--- config.mk ---
export PLATFORM = sky130hd
export DESIGN_NAME = collision_game_ctrl
export DESIGN_NICKNAME = d
export VERILOG_FILES = /design/src/rtl/collision_game_ctrl.sv
export SDC_FILE = /design/constraint.sdc
export NUM_CORES = 1
export LEC_CHECK = 0
export CORE_MARGIN = 1
export CORE_UTILIZATION = 27
export CTS_CLUSTER_SIZE = 30
export DETAILED_ROUTE_END_ITERATION = 8
export HOLD_SLACK_MARGIN = 0.15
export PLACE_DENSITY = 0.47
export SLEW_MARGIN = 5
export SYNTH_ARGS = -nofsm -noshare
export SYNTH_HDL_FRONTEND = slang
export SYNTH_SLANG_ARGS = --single-unit
export TNS_END_PERCENT = 1
--- constraint.sdc ---
create_clock -name clk -period 6.1 [get_ports clk]
set_input_delay 1.525 -clock clk [delete_from_list [all_inputs] [get_ports clk]]
set_output_delay 1.525 -clock clk [all_outputs]
set_load 0.005 [all_outputs]
--- src/rtl/collision_game_ctrl.sv ---
// Collision detection and round state machine for the flappy-bird raster pipeline.
// Optional build macro GOD_MODE_EN: pipe/floor hits still pulse collision but never end the round.
module collision_game_ctrl #(
    parameter int VISIBLE_WIDTH  = 640,
    parameter int VISIBLE_HEIGHT = 480,
    parameter int FLOOR_Y        = 460,
    parameter int HIT_THRESHOLD  = 4,
    parameter int DEATH_FRAMES   = 30
) (
    input  logic        clk,
    input  logic        reset,
    input  logic [9:0]  hCount,
    input  logic [9:0]  vCount,
    input  logic        pipe_pixel,
    input  logic        bird_pixel,
    input  logic        flap,
    output logic        game_enable,
    output logic        round_reset,
    output logic        collision,
    output logic [2:0]  state,
    output logic [15:0] frames_survived
);

    localparam int DW = $clog2(DEATH_FRAMES + 1);
    localparam logic [9:0]    H_VIS   = 10'(VISIBLE_WIDTH);
    localparam logic [9:0]    V_VIS   = 10'(VISIBLE_HEIGHT);
    localparam logic [9:0]    V_FLOOR = 10'(FLOOR_Y);
    localparam logic [7:0]    HIT_THR = 8'(HIT_THRESHOLD);
    localparam logic [DW-1:0] DEATH_N = DW'(DEATH_FRAMES);

    typedef enum logic [2:0] {
        IDLE      = 3'd0,
        PLAYING   = 3'd1,
        HIT       = 3'd2,
        GAME_OVER = 3'd3,
        RESTART   = 3'd4
    } state_t;

    state_t        state_q, state_d;
    logic [7:0]    overlap_q;
    logic          floor_q;
    logic [DW-1:0] death_q, death_d;
    logic [15:0]   frames_q, frames_d;
    logic          flap_prev;
    logic          fe_cmp_q;
    logic          collision_d, game_enable_d, round_reset_d;

    logic vis, fe_cmp, frame_end, flap_rise, hit;

    assign vis       = (hCount < H_VIS) && (vCount < V_VIS);
    assign fe_cmp    = (vCount == V_VIS) && (hCount == 10'd0);
    assign frame_end = fe_cmp && !fe_cmp_q;
    assign flap_rise = flap && !flap_prev;
    assign hit       = (overlap_q >= HIT_THR) || floor_q;

    assign state           = state_q;
    assign frames_survived = frames_q;

    // Scan-side accumulation; fe_cmp_q resets high so a raster parked on the
    // frame-end position across reset release does not fire a spurious frame_end.
    always_ff @(posedge clk or posedge reset) begin
        if (reset) begin
            overlap_q <= '0;
            floor_q   <= 1'b0;
            flap_prev <= 1'b0;
            fe_cmp_q  <= 1'b1;
        end else begin
            flap_prev <= flap;
            fe_cmp_q  <= fe_cmp;
            if (frame_end) begin
                overlap_q <= '0;
                floor_q   <= 1'b0;
            end else begin
                if (vis && pipe_pixel && bird_pixel && overlap_q != 8'hFF)
                    overlap_q <= overlap_q + 8'd1;
                if (vis && bird_pixel && vCount >= V_FLOOR)
                    floor_q <= 1'b1;
            end
        end
    end

    always_ff @(posedge clk or posedge reset) begin
        if (reset) begin
            state_q     <= IDLE;
            death_q     <= '0;
            frames_q    <= '0;
            collision   <= 1'b0;
            game_enable <= 1'b0;
            round_reset <= 1'b0;
        end else begin
            state_q     <= state_d;
            death_q     <= death_d;
            frames_q    <= frames_d;
            collision   <= collision_d;
            game_enable <= game_enable_d;
            round_reset <= round_reset_d;
        end
    end

    always_comb begin
        state_d     = state_q;
        death_d     = death_q;
        frames_d    = frames_q;
        collision_d = 1'b0;
        case (state_q)
            IDLE: begin
                if (flap_rise) begin
                    state_d  = PLAYING;
                    frames_d = '0;
                end
            end
            PLAYING: begin
                if (frame_end) begin
                    if (hit) begin
                        collision_d = 1'b1;
`ifdef GOD_MODE_EN
                        if (frames_q != 16'hFFFF)
                            frames_d = frames_q + 16'd1;
`else
                        state_d = HIT;
                        death_d = '0;
`endif
                    end else if (frames_q != 16'hFFFF) begin
                        frames_d = frames_q + 16'd1;
                    end
                end
            end
            HIT: begin
                if (frame_end) begin
                    death_d = death_q + 1'b1;
                    if (death_d == DEATH_N)
                        state_d = GAME_OVER;
                end
            end
            GAME_OVER: begin
                if (flap_rise)
                    state_d = RESTART;
            end
            RESTART: state_d = IDLE;
            default: state_d = IDLE;
        endcase
        game_enable_d = (state_d == PLAYING);
        round_reset_d = (state_d == RESTART);
    end

endmodule
==> Word level (Yosys, flattened, before mapping) <==
Index checks and enable logic that the tools add are counted.
{ "classes": {"mul": 0, "n_addsub": 3, "n_lt_le_gt_ge": 4, "reduce_logical": 20, "shifts": 0, "eq_ne": 15, "div": 0, "bitwise_logic": 0, "mux": 23} }
{ "op_table": {"columns": ["op", "count"], "rows": [
  ["16-bit 2-to-1 mux", 4],
  ["16-bit one-hot mux with 2 select lines", 1],
  ["3-bit 2-to-1 mux", 6],
  ["16-bit by 1-bit adder with 16-bit output (second input constant)", 1],
  ["8-bit 2-to-1 mux", 2],
  ["16-bit inequality test (second input constant)", 1],
  ["5-bit 2-to-1 mux", 3],
  ["2-bit inequality test (second input constant)", 6],
  ["3-bit one-hot mux with 4 select lines", 1],
  ["10-bit by 9-bit == test with 1-bit output (second input constant)", 1],
  ["10-bit by 9-bit >= comparator with 1-bit output (second input constant)", 1],
  ["10-bit zero test", 1],
  ["10-bit < comparator (second input constant)", 1],
  ["10-bit by 9-bit < comparator with 1-bit output (second input constant)", 1],
  ["5-bit one-hot mux with 2 select lines", 1],
  ["1-bit logical AND", 9],
  ["8-bit by 1-bit adder with 8-bit output (second input constant)", 1],
  ["8-bit by 3-bit >= comparator with 1-bit output (second input constant)", 1],
  ["8-bit inequality test (second input constant)", 1],
  ["2-bit nonzero test", 4],
  ["3-bit by 1-bit == test with 1-bit output (second input constant)", 2],
  ["3-bit by 2-bit == test with 1-bit output (second input constant)", 2],
  ["5-bit by 1-bit adder with 5-bit output (second input constant)", 1],
  ["5-bit == test (second input constant)", 1],
  ["7 further kinds", 12]
]} }
{ "word_totals": {"romBits": 0, "latchBits": 0, "ramBits": 0, "input_bits": 25, "word_cells": 75, "memories": 0, "reg_bits": 38, "out_inout_bits": 22} }

==> Logic depth before layout (Yosys ltp) <==
Gate-level depths: netlist (run 1).
{ "logic_depth": {"word_depth": 7, "depth_mapped": 8, "ltp_nobuf": 6} }

==> Worst setup path before layout (run 1) <==
OpenSTA, ideal clock, no wires.
{ "synth_timing": {"path_type": "input to register", "start": "input vCount[1]", "end": "register frames_q[11] (netlist: frames_survived[11])", "slack_ns": 2.416, "required_ns": 6.022, "stages": 7, "arrival_ns": 3.607, "setup_time_ns": 0.078, "path_buffers": 2, "path_cell_list": "or4_1 > or4_1 > buf_2 > o21a_4 > buf_6 > or4_1 > a21oi_1"} }
{ "synth_via": {"elab_chain_cells": 5} }
{ "synth_rtl": {"columns": ["item", "line", "rtl"], "rows": [
  ["from (decl)", "13", "input logic [9:0] vCount,"],
  ["10-bit by 9-bit == test with 1-bit output", "51", "assign fe_cmp = (vCount == V_VIS) && (hCount == 10'd0);"],
  ["1-bit logical AND", "51", null],
  ["1-bit logical AND", "52", "assign frame_end = fe_cmp && !fe_cmp_q;"],
  ["2-bit inequality test (no line)", null, null],
  ["5-bit AND reduction (no line)", null, null],
  ["to (signal assigned)", "93", "frames_q <= frames_d;"],
  ["to (decl)", "43", "logic [15:0] frames_q, frames_d;"]
]} }
Every way passes these cells.
A chain may end at the register's enable or synchronous reset.

==> Worst setup path after layout (run 1) <==
{ "layout_timing": {"start": "input vCount[1]", "end": "register frames_q[7] (netlist: frames_survived[7])"} }
Same word-level chain as after synthesis.

==> impl.org, run 1 <==
** Final layout
- The net count of the finished layout is 308.
- Ratio of cells with drive above 1 in the final layout :: 4.66%
- Growth of design area from synthesis to finish :: 32.6%
- Filler cells :: 788
- In the final layout, flip-flops and latches occupy 952 µm².
- In the final layout, the multi-input gates occupy 1140 µm².
- Number of antenna cells inserted :: 0

** Die
- Die W :: 91.4 µm
- 47 I/O pins were placed.
- Area of the core :: 7730 µm²
- The die covers 8350 µm².
- Effective utilization at floorplan :: 27.9%
- The floorplan has 32 rows.
- Die height :: 91.4 µm

** Placed design
- The wire-length estimate of the detail-placed layout is 3900 µm.
- Routability-driven placement finished with a final weighted congestion of 0.793.
- Post-place setup slack :: 1.80 ns
- Buffers on Ports :: 46

** STA
- Setup ws final :: 2.15 ns
- Slew @ Worst Pin :: 1.25 ns
- Headroom to the max-slew limit came out at 16.8%.
- Of the available clock period, the critical path in the final layout requires 64.8%.
- Timing would allow up to 253 MHz.
- Setup-failing EPs final :: 0
- Final Max Tran Viols :: 0
- Clock skew :: 0.0152 ns
- Setup repair after global routing left no endpoint under its margin.
- Post-layout min period :: 3.95 ns
- The number of endpoints with negative hold slack in the final report came to 0.
- Adding up every negative setup slack in the final design gives 0 ns.

** Pwr
- In this run the power density over the cells is 226 nW/µm².
- Across the VDD grid, the largest voltage drop is 126 µV.
- Leak :: 1.13 nW

** Critical path
- On the critical path the largest part of the delay comes from simple AND/OR/NAND/NOR gates.
- Kind of critical path :: input pin to flop
- In this run the worst path has a maximum fanout of 11.
- On the worst path, the slowest cell contributes a delay of 0.63 ns.
- Critical path data arrival time :: 4.15 ns
- The signal on the critical path passes through clkdlybuf4s50_1 -> or4_1 -> or4_1 -> nor3_1 -> buf_4 -> nand3_1 -> o31ai_1.
- For the worst flop-to-flop path, the logic depth is 5.
- Cell mode on critical path :: sky130_fd_sc_hd__or4_1
- Among all stages on the critical path, the largest delay is contributed by sky130_fd_sc_hd__or4_1.
- The critical path starts at vCount[1].
- The endpoint identified for the worst register-to-register timing path is frames_survived[9]$_DFFE_PP0P_.
- The critical path contains buffers and inverters numbering 2 combined.
- The worst setup path is launched from an input pin.
- Nature of the critical path endpoint :: flop
- R2r startpoint :: state[0]$_DFF_PP0_
- Data on the critical path is required at its endpoint by 6.30 ns.
- In this run the number of cells on the critical path is 7.
- Internal reg-to-reg setup slack :: 3.31 ns

** Synthesis
- Synthesized instance count :: 232
- In the synthesized netlist the async set-or-reset flop fraction comes to 100%.
- Portion of the post-synthesis area used by sequential elements :: 44.1%
- Library cells used by synthesis :: 47
- Netlist area before placement :: 2160 µm²
- After synthesis the netlist holds a flip-flop and latch count of 38.
- Mean area per synthesized cell :: 9.30 µm²
- Synthesized Nets :: 262
- Most frequently used flop master after synthesis :: sky130_fd_sc_hd__dfrtp_1
- Number of flops mapped to enable cells by yosys :: 0
- Number of warning messages in the yosys log :: 0

** Routing
- The first routing iteration left 59 violations.
- Vias :: 1,936
- The detail route stage leaves a number of antenna-violating nets equal to 0.
- The first detailed-routing pass took 4 iterations.
- After detailed routing, the total wire length is 5480 µm.
- Routed wire per std cell :: 14.4 µm
- Dividing the detail-routed via count by the number of cells gives 5.08.
- DRC violation count after routing :: 0

** Global route
- After global routing the overflow that remains totals 0.
- For this run, the total global-route usage over all layers was measured as 13.9%.
- Pin count of the biggest net entering global routing :: 39
- First-pass GRT wire length :: 9230 µm
- The number of global-route vias before repair came to 1,900.
- The number of antenna violations at the first check in global routing came to 0.

** Clocking
- Clock transition at path regs :: 0.08 ns
- In this run, post-CTS hold repair placed 0 buffers.
- Post-CTS timing repair inserted 0 buffers for setup.
- TritonCTS built the clock tree.
- Buffers inserted during clock tree synthesis total 5.
- The longest clock path from root to sink contains 2 buffers.
- Post-cts repair resize count :: 0
- The clock tree synthesis step divided the H-tree into 2 levels.
- The later pin in the worst-skew pair is clocked with a latency of 0.30 ns.
- For this design, the sink count on the clock tree is 38.
- In this run the clock root is driven by a sky130_fd_sc_hd__clkbuf_8.

** Worst hold path
- The worst hold path terminates at floor_q$_DFFE_PP0P_.
- Startpoint of the tightest hold check path :: floor_q$_DFFE_PP0P_
- The path class of the tightest hold or removal check is flop to flop.
- Cells on Worst Hold Path :: 2

** Job
- Across the run, the number of max-cap violations was 0.

** Run status
- The flow ran to the end, and the final reports show no timing, DRC or antenna violations.
[metrics by stage]
step                      power, mW  utilization [%]  hold slack, ns  cell area, µm²  std cells
after global routing          0.675             37.0           0.563            2860        381
after global placement        0.379             35.2           0.507            2720        373
after CTS                     0.655             37.0           0.522            2860        381
final                         0.646             37.0           0.511            2860        381
after floorplan               0.340                -           0.464            2160        232
after detailed placement      0.381             35.2           0.505            2720        373
[final cells by class]
class / instances / share of cell area, %
multi-input combinational: 179 / 39.9
clock inverter: 2 / 2.10
clock buffer: 6 / 2.89
inverter: 6 / 0.787
sequential: 38 / 33.3
timing repair buffer: 48 / 16.6
tap: 102 / 4.46
[worst max-delay path by stage]
stage / endpoint / slack [ns]
3_3_place_gp: frames_survived[9]$_DFFE_PP0P_ / 1.90
4_1_cts: frames_survived[7]$_DFFE_PP0P_ / 2.09
2_1_floorplan: frames_survived[11]$_DFFE_PP0P_ / 2.42
5_1_grt: frames_survived[7]$_DFFE_PP0P_ / 1.95
6_report: frames_survived[7]$_DFFE_PP0P_ / 2.15
3_5_place_dp: frames_survived[7]$_DFFE_PP0P_ / 1.80
[registers in the layout, summed over array words and instances, names as in the netlist, 3 cells and up]
name,count
frames_survived,16
overlap_q,8
death_q,5
state,3
[layer usage]
| metal | part of all wire, % | wire, µm | GRT usage [%] | vias up |
|---|---|---|---|---|
| met5 | 0 | 0 | 0 | - |
| met2 | 47 | 2570 | 22.6 | 22 |
| met1 | 49 | 2700 | 18.3 | 935 |
| met3 | 2.3 | 125 | 2.60 | 6 |
| met4 | 1.4 | 78 | 5.16 | 0 |
| li1 | - | - | - | 973 |
[worst register-to-register path: cells and delay by family, from the launching register on]
family / cells / cell delay [ns]
AOI/OAI and AO/OA: 2 / 0.66
DFF: 1 / 0.51
and+or+nand+nor: 3 / 1.55
[cell families (layout without fill, tap and decap cells)]
| family | after synthesis | count (layout) | share of synthesized area, % |
|---|---|---|---|
| mux | 2 | 2 | 0.928 |
| fa+ha+maj | 5 | 5 | 2.90 |
| buf+inv | 15 | 62 | 3.02 |
| compound gates | 62 | 62 | 19.5 |
| flops | 38 | 38 | 44.1 |
| xor+xnor | 8 | 8 | 3.25 |
| simple gates | 102 | 102 | 26.3 |
[where the power goes]
group / total [mW] / internal, mW / leakage (nW) / switching [mW]
logic: 0.0796 / 0.0426 / 0.559 / 0.0370
registers: 0.296 / 0.269 / 0.496 / 0.0267
clock network: 0.271 / 0.175 / 0.0714 / 0.0962
total: 0.646 / 0.486 / 1.13 / 0.160
[cells in the final DEF, fill, tap and decap left out, types with 2 or more instances in the layout]
cell,count
sky130_fd_sc_hd__mux2i_1,2
sky130_fd_sc_hd__nor2b_1,4
sky130_fd_sc_hd__nor4_1,3
sky130_fd_sc_hd__o41ai_1,3
sky130_fd_sc_hd__a211o_1,2
sky130_fd_sc_hd__nor3_1,3
sky130_fd_sc_hd__nand3_1,18
sky130_fd_sc_hd__or4_1,12
sky130_fd_sc_hd__o21ai_0,14
sky130_fd_sc_hd__inv_1,6
sky130_fd_sc_hd__nand4_1,4
sky130_fd_sc_hd__ha_1,5
sky130_fd_sc_hd__xnor2_1,5
sky130_fd_sc_hd__a31oi_1,2
sky130_fd_sc_hd__or3_1,2
sky130_fd_sc_hd__nand2_1,17
sky130_fd_sc_hd__dfrtp_1,37
sky130_fd_sc_hd__clkbuf_8,6
sky130_fd_sc_hd__and4_1,2
sky130_fd_sc_hd__a21oi_1,14
sky130_fd_sc_hd__buf_4,2
sky130_fd_sc_hd__clkdlybuf4s50_1,46
sky130_fd_sc_hd__nand2b_1,8
sky130_fd_sc_hd__xor2_1,3
sky130_fd_sc_hd__a211oi_1,2
sky130_fd_sc_hd__nor2_1,13
sky130_fd_sc_hd__and3_1,9
sky130_fd_sc_hd__a311oi_1,2
sky130_fd_sc_hd__o31ai_1,14
sky130_fd_sc_hd__bufinv_16,2
[cell usage after synthesis, types with 3 or more instances]
cell type	instances	share of area, %
sky130_fd_sc_hd__nor4_1	3	0.87
sky130_fd_sc_hd__nor2b_1	4	1.2
sky130_fd_sc_hd__nor3_1	3	0.70
sky130_fd_sc_hd__inv_1	6	1.0
sky130_fd_sc_hd__o31ai_1	14	4.9
sky130_fd_sc_hd__xor2_1	3	1.2
sky130_fd_sc_hd__clkbuf_1	5	0.87
sky130_fd_sc_hd__and3_1	9	2.6
sky130_fd_sc_hd__nand2_1	17	3.0
sky130_fd_sc_hd__nand4_1	4	1.2
sky130_fd_sc_hd__xnor2_1	5	2.0
sky130_fd_sc_hd__nand2b_1	8	2.3
sky130_fd_sc_hd__ha_1	5	2.9
sky130_fd_sc_hd__o21ai_0	14	3.2
sky130_fd_sc_hd__nor2_1	13	2.3
sky130_fd_sc_hd__o41ai_1	3	1.2
sky130_fd_sc_hd__a21oi_1	14	3.2
sky130_fd_sc_hd__nand3_1	18	4.2
sky130_fd_sc_hd__or4_1	12	4.2
sky130_fd_sc_hd__dfrtp_1	37	43
No activity file was read; power rests on OpenSTA's default activity.
==> inputs of run 2 (changes only) <==
==> constraint.sdc (replaced) <==
create_clock -name clk -period 3.8 [get_ports clk]
set_input_delay 0.95 -clock clk [delete_from_list [all_inputs] [get_ports clk]]
set_output_delay 0.95 -clock clk [all_outputs]
set_load 0.005 [all_outputs]
==> run 2 against run 1 <==
  * First-iteration DRC count grew 6.8%
  * Count of clock-buffer cells in the layout shrank 1
  * Critical endpoint is now frames_survived[9]$_DFFE_PP0P_
  * Global-route usage grew 0.25 points
  * Largest power group unchanged
  * Utilization grew 0.32 points
  * Sequential share of layout area is 0.29 points lower
  * Routed wire length shrank 1.5%
  * Worst hold slack improved by 0.0021 ns
  * Non-clock buffer count rose by 4
  * Power rose by 57%
  * Cell count increased by 1.0%
==> impl.org, run 2 (synthesized netlist as in run 1, its figures left out) <==
** Run status
- Result of the run :: finished clean

** Critical path
- The data arrival time of the worst path was 3.48 ns (-0.67 ns).
- Tracing the worst setup path back leads to its startpoint at vCount[1].
- Crit path max-delay family :: simple AND/OR/NAND/NOR gates
- The startpoint identified for the worst register-to-register timing path is overlap_q[7]$_DFFE_PP0P_.
- CP Cell Sequence :: clkdlybuf4s50_1 -> or4_1 -> or4_1 -> o21a_4 -> or4_1 -> a21oi_1
- The sum of buffers and inverters on the critical path is 1 (-1).
- The largest stage delay on the critical path came to 0.59 ns (-0.04 ns).
- Largest fanout of any net on the critical path :: 24 (+13)
- The required arrival time at the worst endpoint was 4.02 ns (-2.28 ns).
- Cell mode on critical path :: sky130_fd_sc_hd__or4_1
- Kind of critical path :: input pin to flop
- Slowest stage cell, crit path :: sky130_fd_sc_hd__or4_1
- The worst setup path is launched from an input pin.
- The minimum setup slack among reg-to-reg paths is 1.23 ns (-2.08 ns).
- The worst setup path is captured at a flop.

** STA
- Derived from the worst setup path, the maximum achievable clock frequency is 306 MHz.
- Post-route fraction of the period consumed by the critical path :: 85.9%
- Post-layout min period :: 3.26 ns
- Total count of hold-check failures in the final report :: 0 (unchanged)
- Worst slew slack as a fraction of its limit :: 33.8% (+17 points)
- The max-slew violation count is 0 (unchanged).
- The post-route setup TNS came to 0 ns (unchanged).
- The hold slack is 0.513 ns (+0.00206 ns).
- The final setup skew is 0.00862 ns (-0.00654 ns).
- The transition time at the pin with the least slew margin is 0.992 ns (-0.256 ns).
- The final-report setup violation count is 0 (unchanged).
- RSZ-0062 raised after global routing :: no

** Clocking
- Clk Tree Root Cell :: sky130_fd_sc_hd__clkbuf_8
- Number of setup buffers added after CTS :: 0 (unchanged)
- Number of H-tree branching levels :: 2 (unchanged)
- Post-cts repair resize count :: 0 (unchanged)
- The clock latency at the later pin of the worst-skew pair came to 0.29 ns (about the same).
- Number of clock sinks :: 38 (unchanged)
- Clock tree from TritonCTS :: yes
- The clock slew at the register clock pins of the worst setup and hold paths is 0.08 ns (about the same).
- Maximum clock path buffer count :: 2 (unchanged)
- The number of hold-repair buffers added at the cts stage is 0 (unchanged).
- The TritonCTS buffer count came to 5 (unchanged).

** Final layout
- Filler cells :: 770 (-2.3%)
- Commonest non-fill, non-tap cell in the layout :: sky130_fd_sc_hd__clkdlybuf4s50_1
- Nets :: 312 (+1.3%)
- The number of flip-flops in the largest register was 16 (unchanged).
- The antenna diode count was 0 (unchanged).
- The fraction of layout cells with a size suffix above 1 came to 6.01% (+1.3 points).
- The area growth from synthesis to layout is 33.8%.
- The total non-filler cell area in the finished layout came to 2890 µm² (+0.88%).
- The library cells used most frequently in the layout, excluding fill and tap cells, are sky130_fd_sc_hd__clkdlybuf4s50_1 (46), sky130_fd_sc_hd__dfrtp_1 (37), sky130_fd_sc_hd__nand3_1 (18), sky130_fd_sc_hd__nand2_1 (17).

** Die
- Area of the core :: 7730 µm² (unchanged)
- Die height :: 91.4 µm (unchanged)
- Effective utilization at floorplan :: 27.9% (unchanged)
- Die W :: 91.4 µm (unchanged)
- Standard-cell row count :: 32 (unchanged)
- The number of top-level pins is 47 (unchanged).
- The die footprint came to 8350 µm² (unchanged).

** Routing
- The via total after detailed routing is 1,946 (+0.52%).
- Routed wire per std cell :: 14.0 µm (-2.5%)
- The total routed wirelength came to 5390 µm (-1.5%).
- Routed Antenna Nets :: 0 (unchanged)
- Drt initial violations :: 63 (+6.8%)
- The ratio of routed vias to standard cells is 5.05 (-0.53%).
- The number of detailed-routing iterations run before antenna repair is 4 (unchanged).
- The final routed DRC violation total was 0 (unchanged).

** Global route
- Number of antenna violations at the first check in global routing :: 0 (unchanged)
- Via count of the first global-routing pass :: 1,957 (+3.0%)
- The pin count of the biggest net entering global routing is 25 (-36%).
- Remaining global-route overflow :: 0 (unchanged)
- The global-route wire length before repair came to 9430 µm (+2.2%).
- Global-route usage over all layers :: 14.2% (+0.25 points)

** Pwr
- The total power density per cell area is 351 nW/µm² (+55%).
- The worst-case vdd ir drop is 194 µV (+54%).
- Leak :: 1.14 nW (+1.3%)
- Total power :: 1.01 mW (+57%)

** Placed design
- Final GP Congestion :: 0.809 (+2.0%)
- The number of port buffers is 46 (unchanged).
- The HPWL after detailed placement came to 4010 µm (+2.6%).
- Post-place instance area :: 2750 µm² (+1.1%)

** Job
- Max cap viols :: 0 (unchanged)

** Worst hold path
- Worst hold path class :: flop to flop
- Startpoint of the tightest hold check path :: floor_q$_DFFE_PP0P_
run 2: worst reg2reg max path: stages, from the launching register on:
cell	delay, ns
sky130_fd_sc_hd__dfrtp_1	0.47
sky130_fd_sc_hd__nor4_1	0.63
sky130_fd_sc_hd__nand3_1	0.25
sky130_fd_sc_hd__o2bb2ai_1	0.42
sky130_fd_sc_hd__or4_1	0.58
sky130_fd_sc_hd__a21oi_1	0.15
run 2: final timing paths:
path	endpoint	depth (start not counted)
setup / recovery	frames_survived[9]$_DFFE_PP0P_	6
hold / removal	floor_q$_DFFE_PP0P_	2
setup reg to reg	frames_survived[9]$_DFFE_PP0P_	5
hold reg to reg	floor_q$_DFFE_PP0P_	2
max in group asynchronous	fe_cmp_q$_DFF_PP1_	3
min in group asynchronous	frames_survived[7]$_DFFE_PP0P_	2
run 2: through the flow:
stage	setup WS, ns	std cells	utilization [%]
CTS	0.546	385	37.3
floorplan	0.691	232	-
detailed placement	0.238	377	35.6
global route	0.352	385	37.3
finish	0.537	385	37.3
global placement	0.277	377	35.6
run 2: area by class of cell:
| class | instances | area (µm²) | area share [%] |
|---|---|---|---|
| Clock inverter | 3 | 68.8 | 2.39 |
| Clock buffer | 5 | 68.8 | 2.39 |
| Inverter | 6 | 22.5 | 0.781 |
| Tap cell | 102 | 128 | 4.42 |
| Timing Repair Buffer | 52 | 505 | 17.5 |
| Multi-Input combinational cell | 179 | 1140 | 39.5 |
| Sequential cell | 38 | 952 | 33.0 |
run 2: power breakdown:
group / internal [mW] / switching [mW] / leakage, nW
logic: 0.0688 / 0.0582 / 0.576
clock network: 0.263 / 0.148 / 0.0683
registers: 0.432 / 0.0425 / 0.496
run 2: per-layer routing:
metal | global-route usage [%] | share of wire [%] | up-vias
li1 | - | - | 982
met4 | 3.57 | 0.85 | 0
met5 | 0 | 0 | -
met2 | 24.0 | 47 | 22
met1 | 18.5 | 49 | 938
met3 | 2.60 | 3.0 | 4
